==> src/rtl/pu_riscv_dmem_arbiter_if.sv <==
// Signal bundle between the LSU, the debug port, the data-memory bus and the arbiter.
// The master modport is the arbiter's view; slave is the view of the surrounding requesters and memory.
interface pu_riscv_dmem_arbiter_if #(
  parameter int XLEN = 64
);
  logic            lsu_req;
  logic [XLEN-1:0] lsu_adr;
  logic            lsu_we;
  logic [2:0]      lsu_size;
  logic [XLEN-1:0] lsu_d;
  logic            lsu_ack;
  logic [XLEN-1:0] lsu_q;
  logic            lsu_misaligned;
  logic            lsu_err;
  logic            stall;

  logic            dbg_req;
  logic [XLEN-1:0] dbg_adr;
  logic            dbg_we;
  logic [XLEN-1:0] dbg_d;
  logic            dbg_ack;
  logic [XLEN-1:0] dbg_q;
  logic            dbg_err;

  logic            mem_req;
  logic [XLEN-1:0] mem_adr;
  logic            mem_we;
  logic [2:0]      mem_size;
  logic [XLEN-1:0] mem_d;
  logic            mem_ack;
  logic            mem_err;
  logic [XLEN-1:0] mem_q;

  modport master (
    input  lsu_req, lsu_adr, lsu_we, lsu_size, lsu_d,
    output lsu_ack, lsu_q, lsu_misaligned, lsu_err, stall,
    input  dbg_req, dbg_adr, dbg_we, dbg_d,
    output dbg_ack, dbg_q, dbg_err,
    output mem_req, mem_adr, mem_we, mem_size, mem_d,
    input  mem_ack, mem_err, mem_q
  );

  modport slave (
    output lsu_req, lsu_adr, lsu_we, lsu_size, lsu_d,
    input  lsu_ack, lsu_q, lsu_misaligned, lsu_err, stall,
    output dbg_req, dbg_adr, dbg_we, dbg_d,
    input  dbg_ack, dbg_q, dbg_err,
    input  mem_req, mem_adr, mem_we, mem_size, mem_d,
    output mem_ack, mem_err, mem_q
  );
endinterface

==> src/rtl/pu_riscv_dmem_arbiter.sv <==
// Round-robin arbiter sharing one data-memory bus between the LSU and the debug port,
// with LSU alignment checking and a bus wait timeout.
module pu_riscv_dmem_arbiter #(
  parameter int XLEN    = 64,
  parameter int TIMEOUT = 255
) (
  input logic                     clk,
  input logic                     rstn,
  pu_riscv_dmem_arbiter_if.master bus
);
  localparam int               CNT_W    = (TIMEOUT < 1) ? 1 : $clog2(TIMEOUT + 1);
  localparam logic [CNT_W-1:0] CNT_MAX  = CNT_W'(TIMEOUT);
  localparam logic [2:0]       DBG_SIZE = (XLEN == 64) ? 3'b011 : 3'b010;

  typedef enum logic [1:0] {IDLE, LSU, DBG} state_t;
  typedef enum logic {GNT_LSU, GNT_DBG} grant_t;

  state_t           state;
  state_t           state_nxt;
  grant_t           last_grant;
  logic [CNT_W-1:0] cnt;
  logic [2:0]       align_mask;
  logic             lsu_elig;
  logic             dbg_elig;
  logic             lsu_misalign;
  logic             lsu_bad;
  logic             grant_lsu;
  logic             grant_dbg;
  logic             term;
  logic             timed_out;
  logic [XLEN-1:0]  rsp_q;
  logic             rsp_err;

  // A requester whose ack is showing this cycle is finishing, not asking again.
  assign lsu_elig = bus.lsu_req & ~bus.lsu_ack;
  assign dbg_elig = bus.dbg_req & ~bus.dbg_ack;

  always_comb begin
    align_mask = 3'b000;
    case (bus.lsu_size[1:0])
      2'b01:   align_mask = 3'b001;
      2'b10:   align_mask = 3'b011;
      2'b11:   align_mask = 3'b111;
      default: align_mask = 3'b000;
    endcase
  end

  assign lsu_misalign = bus.lsu_size[2]
                      | ((bus.lsu_size == 3'b011) && (XLEN == 32))
                      | (|(bus.lsu_adr[2:0] & align_mask));

  // A real response wins over a timeout landing on the same cycle.
  assign term      = bus.mem_ack | bus.mem_err | (cnt == CNT_MAX);
  assign timed_out = (cnt == CNT_MAX) & ~bus.mem_ack & ~bus.mem_err;
  assign rsp_q     = timed_out ? '0 : bus.mem_q;
  assign rsp_err   = bus.mem_err | timed_out;

  assign bus.mem_req = (state != IDLE);
  assign bus.stall   = bus.lsu_req & ~bus.lsu_ack;

  always_ff @(posedge clk or negedge rstn) begin
    if (!rstn) state <= IDLE;
    else       state <= state_nxt;
  end

  always_comb begin
    state_nxt = state;
    grant_lsu = 1'b0;
    grant_dbg = 1'b0;
    lsu_bad   = 1'b0;
    case (state)
      IDLE: begin
        if (lsu_elig && (!dbg_elig || last_grant == GNT_DBG)) begin
          if (lsu_misalign) begin
            lsu_bad = 1'b1;
          end else begin
            grant_lsu = 1'b1;
            state_nxt = LSU;
          end
        end else if (dbg_elig) begin
          grant_dbg = 1'b1;
          state_nxt = DBG;
        end
      end
      LSU, DBG: begin
        if (term) state_nxt = IDLE;
      end
      default: state_nxt = IDLE;
    endcase
  end

  // Response strobes default low so every ack is a single-cycle pulse.
  always_ff @(posedge clk or negedge rstn) begin
    if (!rstn) begin
      last_grant         <= GNT_DBG;
      cnt                <= '0;
      bus.mem_adr        <= '0;
      bus.mem_we         <= 1'b0;
      bus.mem_size       <= 3'b000;
      bus.mem_d          <= '0;
      bus.lsu_ack        <= 1'b0;
      bus.lsu_q          <= '0;
      bus.lsu_misaligned <= 1'b0;
      bus.lsu_err        <= 1'b0;
      bus.dbg_ack        <= 1'b0;
      bus.dbg_q          <= '0;
      bus.dbg_err        <= 1'b0;
    end else begin
      bus.lsu_ack        <= 1'b0;
      bus.lsu_q          <= '0;
      bus.lsu_misaligned <= 1'b0;
      bus.lsu_err        <= 1'b0;
      bus.dbg_ack        <= 1'b0;
      bus.dbg_q          <= '0;
      bus.dbg_err        <= 1'b0;

      if (grant_lsu) begin
        bus.mem_adr  <= bus.lsu_adr;
        bus.mem_we   <= bus.lsu_we;
        bus.mem_size <= bus.lsu_size;
        bus.mem_d    <= bus.lsu_d;
        last_grant   <= GNT_LSU;
        cnt          <= '0;
      end else if (grant_dbg) begin
        bus.mem_adr  <= bus.dbg_adr;
        bus.mem_we   <= bus.dbg_we;
        bus.mem_size <= DBG_SIZE;
        bus.mem_d    <= bus.dbg_d;
        last_grant   <= GNT_DBG;
        cnt          <= '0;
      end

      if (lsu_bad) begin
        bus.lsu_ack        <= 1'b1;
        bus.lsu_misaligned <= 1'b1;
      end

      if (state == LSU || state == DBG) begin
        if (term) begin
          if (state == LSU) begin
            bus.lsu_ack <= 1'b1;
            bus.lsu_q   <= rsp_q;
            bus.lsu_err <= rsp_err;
          end else begin
            bus.dbg_ack <= 1'b1;
            bus.dbg_q   <= rsp_q;
            bus.dbg_err <= rsp_err;
          end
        end else if (cnt != CNT_MAX) begin
          cnt <= cnt + CNT_W'(1);
        end
      end
    end
  end
endmodule

==> src/flat_wrapper.sv <==
// flat-port wrapper written by rule: the top's interface ports become plain ports
module pu_riscv_dmem_arbiter_flat 
#(
  parameter int XLEN    = 64,
  parameter int TIMEOUT = 255
)
  (clk, rstn, bus_lsu_req, bus_lsu_adr, bus_lsu_we, bus_lsu_size, bus_lsu_d, bus_lsu_ack, bus_lsu_q, bus_lsu_misaligned, bus_lsu_err, bus_stall, bus_dbg_req, bus_dbg_adr, bus_dbg_we, bus_dbg_d, bus_dbg_ack, bus_dbg_q, bus_dbg_err, bus_mem_req, bus_mem_adr, bus_mem_we, bus_mem_size, bus_mem_d, bus_mem_ack, bus_mem_err, bus_mem_q);
  pu_riscv_dmem_arbiter_if #(.XLEN(XLEN)) bus_i ();
  input logic clk;
  input logic rstn;
  input wire logic [$bits(bus_i.lsu_req)-1:0] bus_lsu_req;
  input wire logic [$bits(bus_i.lsu_adr)-1:0] bus_lsu_adr;
  input wire logic [$bits(bus_i.lsu_we)-1:0] bus_lsu_we;
  input wire logic [$bits(bus_i.lsu_size)-1:0] bus_lsu_size;
  input wire logic [$bits(bus_i.lsu_d)-1:0] bus_lsu_d;
  output wire logic [$bits(bus_i.lsu_ack)-1:0] bus_lsu_ack;
  output wire logic [$bits(bus_i.lsu_q)-1:0] bus_lsu_q;
  output wire logic [$bits(bus_i.lsu_misaligned)-1:0] bus_lsu_misaligned;
  output wire logic [$bits(bus_i.lsu_err)-1:0] bus_lsu_err;
  output wire logic [$bits(bus_i.stall)-1:0] bus_stall;
  input wire logic [$bits(bus_i.dbg_req)-1:0] bus_dbg_req;
  input wire logic [$bits(bus_i.dbg_adr)-1:0] bus_dbg_adr;
  input wire logic [$bits(bus_i.dbg_we)-1:0] bus_dbg_we;
  input wire logic [$bits(bus_i.dbg_d)-1:0] bus_dbg_d;
  output wire logic [$bits(bus_i.dbg_ack)-1:0] bus_dbg_ack;
  output wire logic [$bits(bus_i.dbg_q)-1:0] bus_dbg_q;
  output wire logic [$bits(bus_i.dbg_err)-1:0] bus_dbg_err;
  output wire logic [$bits(bus_i.mem_req)-1:0] bus_mem_req;
  output wire logic [$bits(bus_i.mem_adr)-1:0] bus_mem_adr;
  output wire logic [$bits(bus_i.mem_we)-1:0] bus_mem_we;
  output wire logic [$bits(bus_i.mem_size)-1:0] bus_mem_size;
  output wire logic [$bits(bus_i.mem_d)-1:0] bus_mem_d;
  input wire logic [$bits(bus_i.mem_ack)-1:0] bus_mem_ack;
  input wire logic [$bits(bus_i.mem_err)-1:0] bus_mem_err;
  input wire logic [$bits(bus_i.mem_q)-1:0] bus_mem_q;
  assign bus_i.lsu_req = bus_lsu_req;
  assign bus_i.lsu_adr = bus_lsu_adr;
  assign bus_i.lsu_we = bus_lsu_we;
  assign bus_i.lsu_size = bus_lsu_size;
  assign bus_i.lsu_d = bus_lsu_d;
  assign bus_lsu_ack = bus_i.lsu_ack;
  assign bus_lsu_q = bus_i.lsu_q;
  assign bus_lsu_misaligned = bus_i.lsu_misaligned;
  assign bus_lsu_err = bus_i.lsu_err;
  assign bus_stall = bus_i.stall;
  assign bus_i.dbg_req = bus_dbg_req;
  assign bus_i.dbg_adr = bus_dbg_adr;
  assign bus_i.dbg_we = bus_dbg_we;
  assign bus_i.dbg_d = bus_dbg_d;
  assign bus_dbg_ack = bus_i.dbg_ack;
  assign bus_dbg_q = bus_i.dbg_q;
  assign bus_dbg_err = bus_i.dbg_err;
  assign bus_mem_req = bus_i.mem_req;
  assign bus_mem_adr = bus_i.mem_adr;
  assign bus_mem_we = bus_i.mem_we;
  assign bus_mem_size = bus_i.mem_size;
  assign bus_mem_d = bus_i.mem_d;
  assign bus_i.mem_ack = bus_mem_ack;
  assign bus_i.mem_err = bus_mem_err;
  assign bus_i.mem_q = bus_mem_q;
  pu_riscv_dmem_arbiter #(.XLEN(XLEN), .TIMEOUT(TIMEOUT)) u_core (.clk(clk), .rstn(rstn), .bus(bus_i));
endmodule
==> config.mk <==
export PLATFORM = sky130hd
export DESIGN_NAME = pu_riscv_dmem_arbiter_flat
export DESIGN_NICKNAME = d
export VERILOG_FILES = /design/src/rtl/pu_riscv_dmem_arbiter_if.sv /design/src/rtl/pu_riscv_dmem_arbiter.sv /design/src/flat_wrapper.sv
export SDC_FILE = /design/constraint.sdc
export NUM_CORES = 1
export LEC_CHECK = 0
export ABC_AREA = 1
export BUFFER_PORTS_ARGS = -buffer_cell sky130_fd_sc_hd__buf_2
export CORE_AREA = 2 2 235 237
export CTS_CLUSTER_SIZE = 20
export DETAILED_ROUTE_END_ITERATION = 16
export DIE_AREA = 0 0 237 239
export HOLD_SLACK_MARGIN = 0.12
export PLACE_DENSITY_LB_ADDON = 0.12
export SLEW_MARGIN = 40
export SYNTH_ARGS = -nofsm -noshare
export SYNTH_HDL_FRONTEND = slang
export SYNTH_SLANG_ARGS = --single-unit
==> constraint.sdc <==
create_clock -name clk -period 4.3 [get_ports clk]
set_input_delay 0.43 -clock clk [delete_from_list [all_inputs] [get_ports clk]]
set_output_delay 0.43 -clock clk [all_outputs]
set_load 0.005 [all_outputs]
==> results.toml, run 1 <==
[logic_synthesis]
synth_fp_nets = 1803
avgSynthCellArea_um2 = 8.44
yosysWarnings = 0
yosys.area_share.adder = 0.00303
synth_top_family_by_area = "simple AND/OR/NAND/NOR gates"
synth-seq-cells = 276
synthCells = 1469
ys_types = 27
ys_seq_area_frac = 0.557
synthXorXnorAreaFrac = 0.00141
synth_compound_area_frac = 0.00454
synth_mux_area_frac = 0
synth_area_um2 = 12400
synth_simple_gate_area_frac = 0.347

[finish]
multi_input_area_um2 = 4480
fillers = 5858
finalNetCount = 2418
fin_cells = 2822
stdcell_area_um2 = 18000
drive_above_1_share = 0.329
area_growth_pct = 45.2
seq_area_um2 = 6910

[power_and_ir_drop]
p_leak_nw = 10.4
power_density_nw_per_um2 = 582
max-vdd-ir-drop_mv = 0.342

[hold_path]
hp-class = "input pin to register"

[placement]
io_buffers = 597
place_inst = 2686
place_hpwl_um = 36900
gp_congestion = 0.806
dp_slack_ns = 1.56
postPlaceCellArea_um2 = 16100

[timing]
worstMarginPinSlew_ns = 0.815
period_share = 0.661
min_period_ns = 2.84
setup_viol = 0
slew_violations = 0
finalClockSkew_ns = 0.0107
timing.fmax_mhz = 352
final.setup.worst_slack_ns = 1.46
rsz0062_at_grt = "no"
relSlewSlack = 0.457
hold_viol_final = 0
totalNegativeSetupSlack_ns = 0

[cts]
clock_latency_ns = 0.55
cts_buffers = 37
clk_pin_slew_ns = 0.05
cts-root-buf = "clkbuf_16"
htree_levels = 2
cts.sinks = 276
cts_tree = "built"
clockBufferDepth = 3
ctsResizeCount = 0

[critical_path]
critPathRequiredTime_ns = 4.78
critical_path.max_fanout = 86
cp-end-kind = "register"
cp_common_cell = "inv_1"
critical_path.startpoint_type = "register"
critPathMaxStageDelay_ns = 0.55
path_delay_family = "buffers and inverters"
crit_buf_inv = 5
slowest_stage = "dlygate4sd3_1"
crit_arrival_ns = 3.32
crit_chain = "inv_1 > ha_1 > inv_1 > nor2_4 > nand2_8 > buf_4 > inv_1 > nand2_1 > nand3_1 > dlygate4sd3_1"
critPathKind = "register to register"

[die]
die_x_um = 237
coreArea_um2 = 54300
top_level_ports = 598
die-area_um2 = 56600
die_height_um = 239
num_rows = 86
initial_core_util = 0.228

[route]
wl_per_cell_um = 18.8
drt_pass1_iterations = 4
vias = 12600
drc = 0
drtIter0Drc = 653
vias_per_cell = 4.47
wl_um = 53000
ant_nets = 0

[run]
cap_violations = 0

[status]
status = "finished, final reports clean"

[global_route]
grt_max_degree = 139
grt_antenna_before_repair = 27
overflow = 0
grt.total_usage = 0.182
first_global_vias = 12700
grt_pass1_wl_um = 79000
[power by group]
group / switching, mW / total (mW) / internal, mW
sequential: 0.381 / 3.78 / 3.40
clock: 1.26 / 3.22 / 1.97
combinational: 2.14 / 3.48 / 1.33
total: 3.78 / 10.5 / 6.70
[final cells by class]
cell class                      instances  area share
Antenna cell                            7    0.000973
Clock buffer                           54      0.0611
Clock inverter                         12     0.00980
Inverter                              153      0.0319
Multi-Input combinational cell        934       0.249
Sequential cell                       276       0.384
Tap cell                              704      0.0489
Timing Repair Buffer                  682       0.215
[path summary, 6_finish.rpt]
path                            startpoint                endpoint  slack, ns  cells after the start
min reg2reg                u_core.state[1]         u_core.state[1]       0.48                      2
max in group asynchronous             rstn       u_core.bus.mem_we       2.65                      4
max                        u_core.state[1]       u_core.bus.mem_we       1.46                     10
min                          bus_mem_q[50]    u_core.bus.lsu_q[50]       0.15                      3
min in group asynchronous             rstn  u_core.bus.mem_adr[54]       0.43                      2
max reg2reg                u_core.state[1]       u_core.bus.mem_we       1.46                     10
[stage by stage]
stage          hold WS, ns  utilization  total power, mW
2_1_floorplan        0.134            -             5.51
3_3_place_gp         0.442        0.295             7.29
3_5_place_dp         0.419        0.296             7.34
4_1_cts              0.120        0.330             10.7
5_1_grt              0.131        0.331             11.2
6_report             0.152        0.331             10.5
[synth_stat cells]
| library cell | number | area share |
|---|---|---|
| nor2_1 | 145 | 0.044 |
| nor3_1 | 1 | 0.00040 |
| nand3b_1 | 125 | 0.076 |
| dfrtp_1 | 275 | 0.55 |
| clkbuf_1 | 39 | 0.012 |
| xnor2_1 | 1 | 0.00071 |
| dfstp_2 | 1 | 0.0021 |
| nand2_1 | 364 | 0.11 |
| o21ai_1 | 1 | 0.00040 |
| nand2_2 | 1 | 0.00050 |
| inv_1 | 152 | 0.046 |
| buf_1 | 8 | 0.0024 |
| o21ai_0 | 4 | 0.0016 |
| a21boi_2 | 1 | 0.00091 |
| nand2_4 | 1 | 0.00091 |
| buf_2 | 48 | 0.019 |
| buf_6 | 1 | 0.00091 |
| nor2_2 | 2 | 0.0010 |
| inv_2 | 1 | 0.00030 |
| ha_1 | 3 | 0.0030 |
| nand3_1 | 269 | 0.11 |
| buf_4 | 10 | 0.0061 |
| nor2_4 | 1 | 0.00091 |
| or2_2 | 2 | 0.0010 |
| a21oi_1 | 4 | 0.0016 |
| xor2_1 | 1 | 0.00071 |
| nand4_1 | 8 | 0.0040 |
[tightest hold or removal path, stage by stage]
cell	delay [ns]
buf_2	0.10
nand2_1	0.09
nor2_1	0.04
[timing repair]
action | in CTS | in global routing
endpoints found under the setup margin | 0 | 0
setup buffers | 0 | 0
hold buffers | 62 | 0
hold endpoints to repair | 173 | 0
[registers in the layout, summed over array words and instances (netlist names), 2 cells and up]
register / count
u_core.bus.mem_adr: 64
u_core.cnt: 8
u_core.bus.dbg_q: 64
u_core.bus.mem_size: 3
u_core.bus.lsu_q: 64
u_core.state: 2
u_core.bus.mem_d: 64
[routing by layer]
metal  vias up  GRT usage  share of wire
met2       486      0.285           0.45
met1      6122      0.225           0.42
met4        36     0.0633          0.031
met5         -          0         0.0044
li1       5865          -              -
met3       111     0.0758          0.097
[placed cells by master (no fill, tap or decap), drive strengths merged, types with 2 or more instances in the layout]
master and n:
a21oi 4, buf 620, bufinv 3, clkbuf 54, clkinv 5, clkinvlp 3
dfrtp 275, diode 7, dlygate4sd3 62, ha 3, inv 154, nand2 366
nand3 269, nand3b 125, nand4 8, nor2 148, o21ai 5, or2 2
[logic make-up after synthesis]
family | after synthesis
AND/OR/NAND/NOR | 919
flip-flops | 276
buffers and inverters | 259
AO/OA/AOI/OAI | 10
adder cells (fa/ha/maj) | 3
XOR/XNOR | 2
No activity file was read; power rests on OpenSTA's default activity.
==> inputs of run 2 (changes only) <==
clock period = 2.9 ns   (was 4.3 ns; I/O delays follow)
==> run 2 against run 1 <==
  * Core utilization rose by 4.8 points
  * Sequential share of layout area shrank 4.9 points
  * Clock power up 41%
  * Clock skew is 0.0073 ns higher
  * First-iteration DRC count increased by 2.5%
  * Global-route usage up 0.47 points
  * Fmax is 8.3% higher
==> results.toml, run 2 (same netlist as run 1, synthesis figures left out) <==
[finish]
fin_cells = 3088
seq_area_um2 = 6910
finalNetCount = 2684
stdcell_area_um2 = 20600
mostFrequentLayoutCells = "buf_2 (596), nand2_1 (363), dlygate4sd3_1 (315)"
final_common_cell = "buf_2"
fillers = 5696
drive_above_1_share = 0.294
area_growth_pct = 66.4
multi_input_area_um2 = 4470

[global_route]
grt.total_usage = 0.187
grt_max_degree = 127
grt_pass1_wl_um = 81900
first_global_vias = 13900
grt_antenna_before_repair = 17
overflow = 0

[route]
drc = 0
drt_pass1_iterations = 6
wl_per_cell_um = 17.6
vias = 13500
vias_per_cell = 4.38
wl_um = 54300
ant_nets = 0
drtIter0Drc = 669

[placement]
place_inst = 2700
io_buffers = 597
place_hpwl_um = 37400
gp_congestion = 0.827
postPlaceCellArea_um2 = 16200

[die]
coreArea_um2 = 54300
initial_core_util = 0.228
die-area_um2 = 56600
top_level_ports = 598
die_x_um = 237
num_rows = 86
die_height_um = 239

[timing]
relSlewSlack = 0.522
totalNegativeSetupSlack_ns = 0
period_share = 0.905
slew_violations = 0
min_period_ns = 2.62
hold_viol_final = 0
timing.fmax_mhz = 381
rsz0062_at_grt = "no"
finalClockSkew_ns = 0.0180
setup_viol = 0
worstMarginPinSlew_ns = 0.717

[critical_path]
reg2reg_slack_ns = 0.28
crit_buf_inv = 4
r2r_cells = 9
critPathKind = "register to register"
crit_chain = "inv_1 > ha_1 > inv_1 > nor2_4 > buf_12 > nand3b_1 > nand3_1 > dlygate4sd3_1 > nand2_1"
critPathMaxStageDelay_ns = 0.55
critPathRequiredTime_ns = 3.32
cp_common_cell = "inv_1"
critical_path_depth = 9
path_delay_family = "buffers and inverters"
reg2reg_from = "u_core.state[0]"
critical_path.max_fanout = 104
critical_path.startpoint_type = "register"
crit_arrival_ns = 3.05
cp-end-kind = "register"
timing.rr.end = "u_core.bus.mem_d[3]"
slowest_stage = "dlygate4sd3_1"

[run]
cap_violations = 0

[cts]
post-cts-setup-buffers = 0
clock_latency_ns = 0.53
cts_tree = "built"
cts.sinks = 276
cts-root-buf = "clkbuf_16"
clockBufferDepth = 3
clk_pin_slew_ns = 0.06
cts_buffers = 36
htree_levels = 2

[hold_path]
hp-class = "input pin to register"
min_to = "u_core.bus.mem_d[54]"
hold_path_depth = 4
hp-start = "bus_lsu_d[54]"

[power_and_ir_drop]
total_power_mw = 16.2
max-vdd-ir-drop_mv = 0.424
power_density_nw_per_um2 = 784
p_leak_nw = 11.3

[status]
status = "finished, final reports clean"
-- run 2: cell types whose count changed in the layout (fill, tap and decap cells not counted), sizes merged --
cell	before	now
buf	620	634
clkbuf	54	57
clkinv	5	4
clkinvlp	3	0
diode	7	8
dlygate4sd3	62	315
inv	154	153
-- run 2: cell type report --
type / instances / area share
multi-input cells: 934 / 0.217
repair buffers: 949 / 0.319
diodes: 8 / 0.000970
well taps: 704 / 0.0427
clock buffers: 57 / 0.0525
inverters: 153 / 0.0278
flip-flops and latches: 276 / 0.335
clock inverters: 7 / 0.00588
-- run 2: per-layer routing --
| layer | up-vias | track usage | share of wire |
|---|---|---|---|
| met5 | - | 0 | 0.0018 |
| li1 | 6411 | - | - |
| met2 | 513 | 0.307 | 0.47 |
| met3 | 84 | 0.0730 | 0.098 |
| met1 | 6487 | 0.222 | 0.41 |
| met4 | 16 | 0.0654 | 0.027 |
-- run 2: what timing repair did --
item,CTS,global route
setup endpoints to repair,0,46
hold endpoints to repair,336,0
hold buffers,315,0
gates resized for setup,0,2
-- run 2: power breakdown --
part / internal, mW / leakage [nW] / switching (mW) / total [mW]
registers: 5.05 / 3.60 / 0.564 / 5.61
logic: 2.67 / 7.08 / 3.34 / 6.01
clock network: 2.83 / 0.588 / 1.73 / 4.55
total: 10.5 / 11.3 / 5.63 / 16.2
-- run 2: per-stage QoR --
step / hold WS (ns) / setup WS, ns / util
4_1_cts: 0.120 / 0.0851 / 0.379
2_1_floorplan: -0.00559 / 1.28 / -
3_3_place_gp: 0.383 / 0.572 / 0.298
6_report: 0.149 / 0.276 / 0.380
3_5_place_dp: 0.388 / 0.586 / 0.298
5_1_grt: 0.153 / 0.0152 / 0.380
-- run 2: worst register-to-register path, stage by stage (launching register included) --
cell           delay, ns
dfrtp_1             0.40
inv_1               0.06
ha_1                0.21
inv_1               0.12
nor2_4              0.24
buf_12              0.40
nand3b_1            0.35
nand3_1             0.13
dlygate4sd3_1       0.55
nand2_1             0.05
-- run 2: how the worst max path moves through the flow --
stage,from,to,slack (ns)
finish,u_core.state[0],u_core.bus.mem_d[3],0.28
detailed placement,bus_lsu_adr[0],u_core.bus.mem_adr[54],0.59
CTS,u_core.state[1],u_core.bus.mem_adr[14],0.09
global route,u_core.state[1],u_core.bus.mem_d[61],0.02
floorplan,u_core.last_grant,u_core.bus.mem_d[24],1.28
global placement,bus_lsu_adr[0],u_core.bus.mem_adr[0],0.57
